$ cat src/rtl/yuv_pkg.sv
// Shared constants for the YUV video path (4:2:2 upsampler and yuv2rgb stage).
//   PIX_W      : component width in bits
//   CHROMA_MID : neutral chroma value used when no chroma sample exists
//   LATENCY    : pixel latency of the 4:2:2 -> 4:4:4 converter
package yuv_pkg;

  localparam int PIX_W   = 8;
  localparam int LATENCY = 3;

  typedef logic [PIX_W-1:0] pix_t;

  localparam pix_t CHROMA_MID = 8'd128;

endpackage

$ cat src/rtl/yuv422_to_yuv444_chroma_avg.sv
// chroma_avg: rounding average of two chroma samples, (a + b + 1) >> 1.
// The sum is carried at PIX_W+1 bits so 255 + 255 does not wrap; the
// rounding bit is folded back in as the sum's LSB, which gives the same
// result as adding 1 before the shift.
//   a_i, b_i : chroma samples to average
//   avg_o    : rounded mean
module chroma_avg
  import yuv_pkg::*;
(
  input  logic [PIX_W-1:0] a_i,
  input  logic [PIX_W-1:0] b_i,
  output logic [PIX_W-1:0] avg_o
);

  logic [PIX_W:0] w_sum;

  assign w_sum = {1'b0, a_i} + {1'b0, b_i};
  // ceil(sum/2) == (sum+1)>>1; cannot overflow PIX_W bits (max 255).
  assign avg_o = w_sum[PIX_W:1] + {{(PIX_W-1){1'b0}}, w_sum[0]};

endmodule

$ cat src/rtl/yuv422_to_yuv444.sv
// yuv422_to_yuv444: 4:2:2 to 4:4:4 chroma upsampler with 3-cycle latency.
//
// Ports
//   clk_i    : pixel clock, rising edge
//   rst_n_i  : asynchronous active-low reset
//   vs_i     : vertical sync, delayed by LATENCY to vs_o
//   de_i     : data enable, one pixel per high cycle
//   y_ch_i   : luma
//   c_ch_i   : interleaved chroma, even pixels carry the "first" sample of a
//              pair (Cb when CB_FIRST=1, Cr when CB_FIRST=0)
//   vs_o/de_o: delayed sync/enable
//   y_ch_o, u_ch_o, v_ch_o : 4:4:4 pixel, all zero while de_o is low
//
// Build option
//   YUV422_INTERP_EN : when defined, odd pixels get the rounded mean of the
//                      current and next chroma pair instead of a replica of
//                      the current pair.
//
// Pipeline: inputs are registered into p0, p1, p2; the output pixel is formed
// from p1 while p0 (next pixel), p2 (previous pixel) and the live input
// (pixel after next) provide neighbouring chroma samples.
module yuv422_to_yuv444
  import yuv_pkg::*;
#(
  parameter int CB_FIRST = 1
) (
  input  logic             clk_i,
  input  logic             rst_n_i,
  input  logic             vs_i,
  input  logic             de_i,
  input  logic [PIX_W-1:0] y_ch_i,
  input  logic [PIX_W-1:0] c_ch_i,
  output logic             vs_o,
  output logic             de_o,
  output logic [PIX_W-1:0] y_ch_o,
  output logic [PIX_W-1:0] u_ch_o,
  output logic [PIX_W-1:0] v_ch_o
);

  localparam bit CB_EVEN = (CB_FIRST != 0);

  logic               r_armed;
  logic               r_phase;
  logic               w_de_in;
  logic [LATENCY-1:0] r_vs_sr;

  logic               r_de_p0, r_de_p1, r_de_p2;
  logic               r_ph_p0, r_ph_p1;
  logic [PIX_W-1:0]   r_c_p0, r_c_p1, r_c_p2;
  logic [PIX_W-1:0]   r_y_p0, r_y_p1;

  logic               r_de_o;
  logic [PIX_W-1:0]   r_y_o, r_u_o, r_v_o;

  logic [PIX_W-1:0]   w_first, w_second;
  logic [PIX_W-1:0]   w_u_cur, w_v_cur;
  logic [PIX_W-1:0]   w_u_pix, w_v_pix;

  // A line already in progress when reset releases is dropped: pixels only
  // enter the pipeline once de_i has been seen low.
  assign w_de_in = de_i & r_armed;

  always_ff @(posedge clk_i or negedge rst_n_i) begin
    if (!rst_n_i) begin
      r_armed <= 1'b0;
      r_phase <= 1'b0;
      r_vs_sr <= '0;
    end else begin
      if (!de_i) begin
        r_armed <= 1'b1;
      end
      r_phase <= w_de_in ? ~r_phase : 1'b0;
      r_vs_sr <= {r_vs_sr[LATENCY-2:0], vs_i};
    end
  end

  // ---- stage p0 / p1 / p2: input delay line ----
  always_ff @(posedge clk_i or negedge rst_n_i) begin
    if (!rst_n_i) begin
      r_de_p0 <= 1'b0;
      r_de_p1 <= 1'b0;
      r_de_p2 <= 1'b0;
      r_ph_p0 <= 1'b0;
      r_ph_p1 <= 1'b0;
      r_c_p0  <= '0;
      r_c_p1  <= '0;
      r_c_p2  <= '0;
      r_y_p0  <= '0;
      r_y_p1  <= '0;
    end else begin
      r_de_p0 <= w_de_in;
      r_ph_p0 <= r_phase;
      r_c_p0  <= c_ch_i;
      r_y_p0  <= y_ch_i;
      r_de_p1 <= r_de_p0;
      r_ph_p1 <= r_ph_p0;
      r_c_p1  <= r_c_p0;
      r_y_p1  <= r_y_p0;
      r_de_p2 <= r_de_p1;
      r_c_p2  <= r_c_p1;
    end
  end

  // Current pair for the pixel in p1. Adjacent de-high stages are always the
  // same line, so a neighbour is usable only when its own de bit is set.
  // Even pixel whose partner is missing (odd-width line end) borrows the
  // second sample of the previous pair, or mid-grey on a 1-pixel line.
  always_comb begin
    w_first  = r_c_p1;
    w_second = CHROMA_MID;
    if (r_ph_p1) begin
      w_first  = r_c_p2;
      w_second = r_c_p1;
    end else if (r_de_p0) begin
      w_second = r_c_p0;
    end else if (r_de_p2) begin
      w_second = r_c_p2;
    end
  end

  assign w_u_cur = CB_EVEN ? w_first  : w_second;
  assign w_v_cur = CB_EVEN ? w_second : w_first;

`ifdef YUV422_INTERP_EN
  logic [PIX_W-1:0] w_first_nxt, w_second_nxt;
  logic [PIX_W-1:0] w_u_nxt, w_v_nxt;
  logic [PIX_W-1:0] w_u_avg, w_v_avg;

  // Next pair for an odd pixel: p0 holds its first sample, the live input its
  // second. Missing samples fall back to the current pair.
  assign w_first_nxt  = r_de_p0 ? r_c_p0 : w_first;
  assign w_second_nxt = (r_de_p0 && w_de_in) ? c_ch_i : w_second;
  assign w_u_nxt      = CB_EVEN ? w_first_nxt  : w_second_nxt;
  assign w_v_nxt      = CB_EVEN ? w_second_nxt : w_first_nxt;

  chroma_avg u_avg_u (
    .a_i   (w_u_cur),
    .b_i   (w_u_nxt),
    .avg_o (w_u_avg)
  );

  chroma_avg u_avg_v (
    .a_i   (w_v_cur),
    .b_i   (w_v_nxt),
    .avg_o (w_v_avg)
  );

  assign w_u_pix = r_ph_p1 ? w_u_avg : w_u_cur;
  assign w_v_pix = r_ph_p1 ? w_v_avg : w_v_cur;
`else
  assign w_u_pix = w_u_cur;
  assign w_v_pix = w_v_cur;
`endif

  // ---- output stage ----
  always_ff @(posedge clk_i or negedge rst_n_i) begin
    if (!rst_n_i) begin
      r_de_o <= 1'b0;
      r_y_o  <= '0;
      r_u_o  <= '0;
      r_v_o  <= '0;
    end else begin
      r_de_o <= r_de_p1;
      r_y_o  <= r_de_p1 ? r_y_p1  : '0;
      r_u_o  <= r_de_p1 ? w_u_pix : '0;
      r_v_o  <= r_de_p1 ? w_v_pix : '0;
    end
  end

  assign vs_o   = r_vs_sr[LATENCY-1];
  assign de_o   = r_de_o;
  assign y_ch_o = r_y_o;
  assign u_ch_o = r_u_o;
  assign v_ch_o = r_v_o;

endmodule

$ cat config.mk
export PLATFORM = sky130hd
export DESIGN_NAME = yuv422_to_yuv444
export DESIGN_NICKNAME = d
export VERILOG_FILES = /design/src/rtl/yuv_pkg.sv /design/src/rtl/yuv422_to_yuv444_chroma_avg.sv /design/src/rtl/yuv422_to_yuv444.sv
export SDC_FILE = /design/constraint.sdc
export NUM_CORES = 1
export LEC_CHECK = 0
export ABC_AREA = 1
export BUFFER_PORTS_ARGS = -buffer_cell sky130_fd_sc_hd__buf_4
export CAP_MARGIN = 20
export CORE_MARGIN = 2
export CORE_UTILIZATION = 30
export CTS_BUF_LIST = sky130_fd_sc_hd__clkbuf_2
export CTS_CLUSTER_DIAMETER = 80
export DETAILED_ROUTE_END_ITERATION = 8
export HOLD_SLACK_MARGIN = 0.06
export SETUP_SLACK_MARGIN = 0.3
export SLEW_MARGIN = 30
export SYNTH_ARGS = -nofsm -noshare
export SYNTH_HDL_FRONTEND = slang
export SYNTH_SLANG_ARGS = --single-unit
$ cat constraint.sdc
create_clock -name clk_i -period 2.6 [get_ports clk_i]
set_input_delay 0.39 -clock clk_i [delete_from_list [all_inputs] [get_ports clk_i]]
set_output_delay 0.39 -clock clk_i [all_outputs]
set_load 0.02 [all_outputs]
==> results.toml <==
[setup_path]
cp-end-kind = "output pin"
crit_path_cell_trace = "buf_4"
crit_type = "flop to output pin"
path_max_fanout = 3
startpoint_type = "flop"
worst-path-buf-inv = 1
crit_path_top_delay_cell = "dfrtp_1"
cp.required_ns = 2.21
max_stage_delay_ns = 0.45
path_delay_family = "flip-flops"
arrival_ns = 1.10

[clock_network]
numCtsBuffers = 9
clkLatencyLatePin_ns = 0.49
cts_max_path_buffers = 2
h-tree-depth = 3
hold_buffers = 19
cts_tree = "yes"
post-cts-setup-buffers = 0
cts-root-buf = "clkbuf_2"
cts_resized = 0
path_clk_slew_ns = 0.20
cts.sinks = 74

[synthesis]
postSynthNetCount = 183
ys_types = 15
ys.warnings.count = 0
synthesis.area_mm2 = 0.002318
synthCells = 163
synth-seq-cells = 74
syn_area_per_cell_um2 = 14.22
synth-seq-area-share_pct = 79.87

[floorplan]
die_y_um = 91.91
num_rows = 32
core-area_mm2 = 0.007607
die-area_mm2 = 0.008447
start_util_pct = 30.48
die_w_um = 91.91
pin_count = 46

[global_route]
grt-ovfl-total = 0
gr-usage-all-layers_pct = 10.08
grt_pass1_wl_um = 6285
grt_max_degree = 75
grt_pass1_vias = 1331
antenna_found_initial = 0

[finish]
fin_cells = 339
layout-drive-gt1-share_pct = 28.69
num-nets-final = 252
antenna_cells = 0
mostFrequentLayoutCells = "dfrtp_1 (74), buf_4 (44), nand2_1 (21), dlygate4sd3_1 (19), nor2_1 (15)"
final_common_cell = "dfrtp_1"
fillers = 766
area_growth_pct = 29.30
fin_area_mm2 = 0.002998

[sta]
period_share_pct = 57.12
setup_viol = 0
final.setup_skew_ns = 0.02907
slew-limit-headroom_pct = 50.21
hold_viol = 0
fmax_mhz = 673.3
fin_crit_ns = 1.485
tightest_slew_ns = 0.7469
tns_ns = 0
final_max_slew_viol_count = 0
rsz0062_at_grt = "no"

[placement]
io_buffers = 45
postPlaceCellArea_mm2 = 0.002713
hpwl_um = 2158
place_congestion = 0.7028
dp_cells = 304

[detailed_routing]
ant_nets = 0
drt_iter0_markers = 63
drt-total-wl_um = 3658
vias = 1355
via_per_inst = 3.997
dr.pass1.iters = 4
drc = 0
wl_per_cell_um = 10.79

[run]
max_cap_violations = 0

[pwr]
combPwrFrac_pct = 9.8
pwr-share-clk_pct = 26.0
power.share.sequential_pct = 64.2
p_int_uw = 1426
p_sw_uw = 532.4
ir_worst_vdd_uv = 275.4
p_leak_uw = 0.001496
power_density_mw_per_mm2 = 653.3
switching_share_pct = 27.18

[status]
status = "finished, final reports clean"

[min_path]
hold_path.class = "flop to flop"
==> worst reg2reg max path, delay by kind of cell (launching register included) <==
| kind | cells | cell delay, ns |
|---|---|---|
| buffers and inverters | 2 | 0.19 |
| DFF | 1 | 0.78 |
| AOI/OAI and AO/OA | 1 | 0.21 |
| and+or+nand+nor | 1 | 0.06 |
==> Yosys cell counts (all sizes together) <==
cell type	n	area [um^2]
a21oi	15	82.58
buf	6	71.31
dfrtp	74	1852
inv	14	57.56
nand2	21	78.83
nand3	1	10.01
nor2	16	76.32
o21a	1	7.510
o21ai	15	82.58
==> layout make-up <==
type / count / area [um^2] / share of cell area (%)
clock inverters: 7 / 46.29 / 1.544
inverters: 14 / 57.56 / 1.920
flip-flops and latches: 74 / 1852 / 61.77
multi-input cells: 69 / 337.8 / 11.27
clock buffers: 9 / 45.04 / 1.503
repair buffers: 64 / 531.8 / 17.74
well taps: 102 / 127.6 / 4.257
==> cell families after synthesis <==
kind of cell	synth area share, %
AND/OR/NAND/NOR	7.124
AO/OA/AOI/OAI	7.448
flip-flops	79.87
buffers and inverters	5.558
==> metal layers <==
layer	wire, um	vias up	share of wire, %	GRT usage [%]
li1	-	651	-	-
met1	1616	659	44	11.88
met2	1745	41	48	14.71
met3	266	4	7.3	5.916
met4	29	0	0.79	4.851
met5	0	-	0	0
==> flip-flops by register name (all words and copies together), names as in the netlist, 3 cells and up <==
register	count
r_vs_sr	3
r_y_p0	8
u_ch_o	8
v_ch_o	8
r_c_p0	8
y_ch_o	8
r_c_p1	8
r_c_p2	8
r_y_p1	8
==> through the flow <==
stage          hold WS [ns]  util [%]  power (uW)  worst slack, ns
3_3_place_gp         0.3317     35.66        1451            1.281
6_report             0.3755     39.41        1959            1.115
4_1_cts              0.3801     39.36        2009            1.010
2_1_floorplan       0.09441         -        1364            1.662
3_5_place_dp         0.3362     35.66        1454            1.291
5_1_grt              0.3863     39.41        2089           0.9493
==> worst paths after layout <==
check | end | startpoint | depth (start not counted) | slack [ns]
max in group asynchronous | r_de_p0 | rst_n_i | 2 | 1.71
worst min register to register | r_y_p1[3] | r_y_p0[3] | 0 | 0.38
worst min-delay path | r_y_p1[3] | r_y_p0[3] | 0 | 0.38
worst max register to register | v_ch_o[7] | r_ph_p1 | 4 | 1.29
worst max-delay path | de_o | de_o | 1 | 1.11
min in group asynchronous | r_vs_sr[2] | rst_n_i | 2 | 0.45
==> power by group through the flow <==
| stage | clock, uW | sequential [uW] | combinational (uW) |
|---|---|---|---|
| 2_1_floorplan | 0 | 1290 | 71.7 |
| 3_3_place_gp | 0 | 1280 | 170 |
| 3_5_place_dp | 0 | 1280 | 173 |
| 4_1_cts | 553 | 1260 | 196 |
| 5_1_grt | 608 | 1270 | 212 |
| 6_report | 510 | 1260 | 191 |
(Power assumes the default switching activity.)
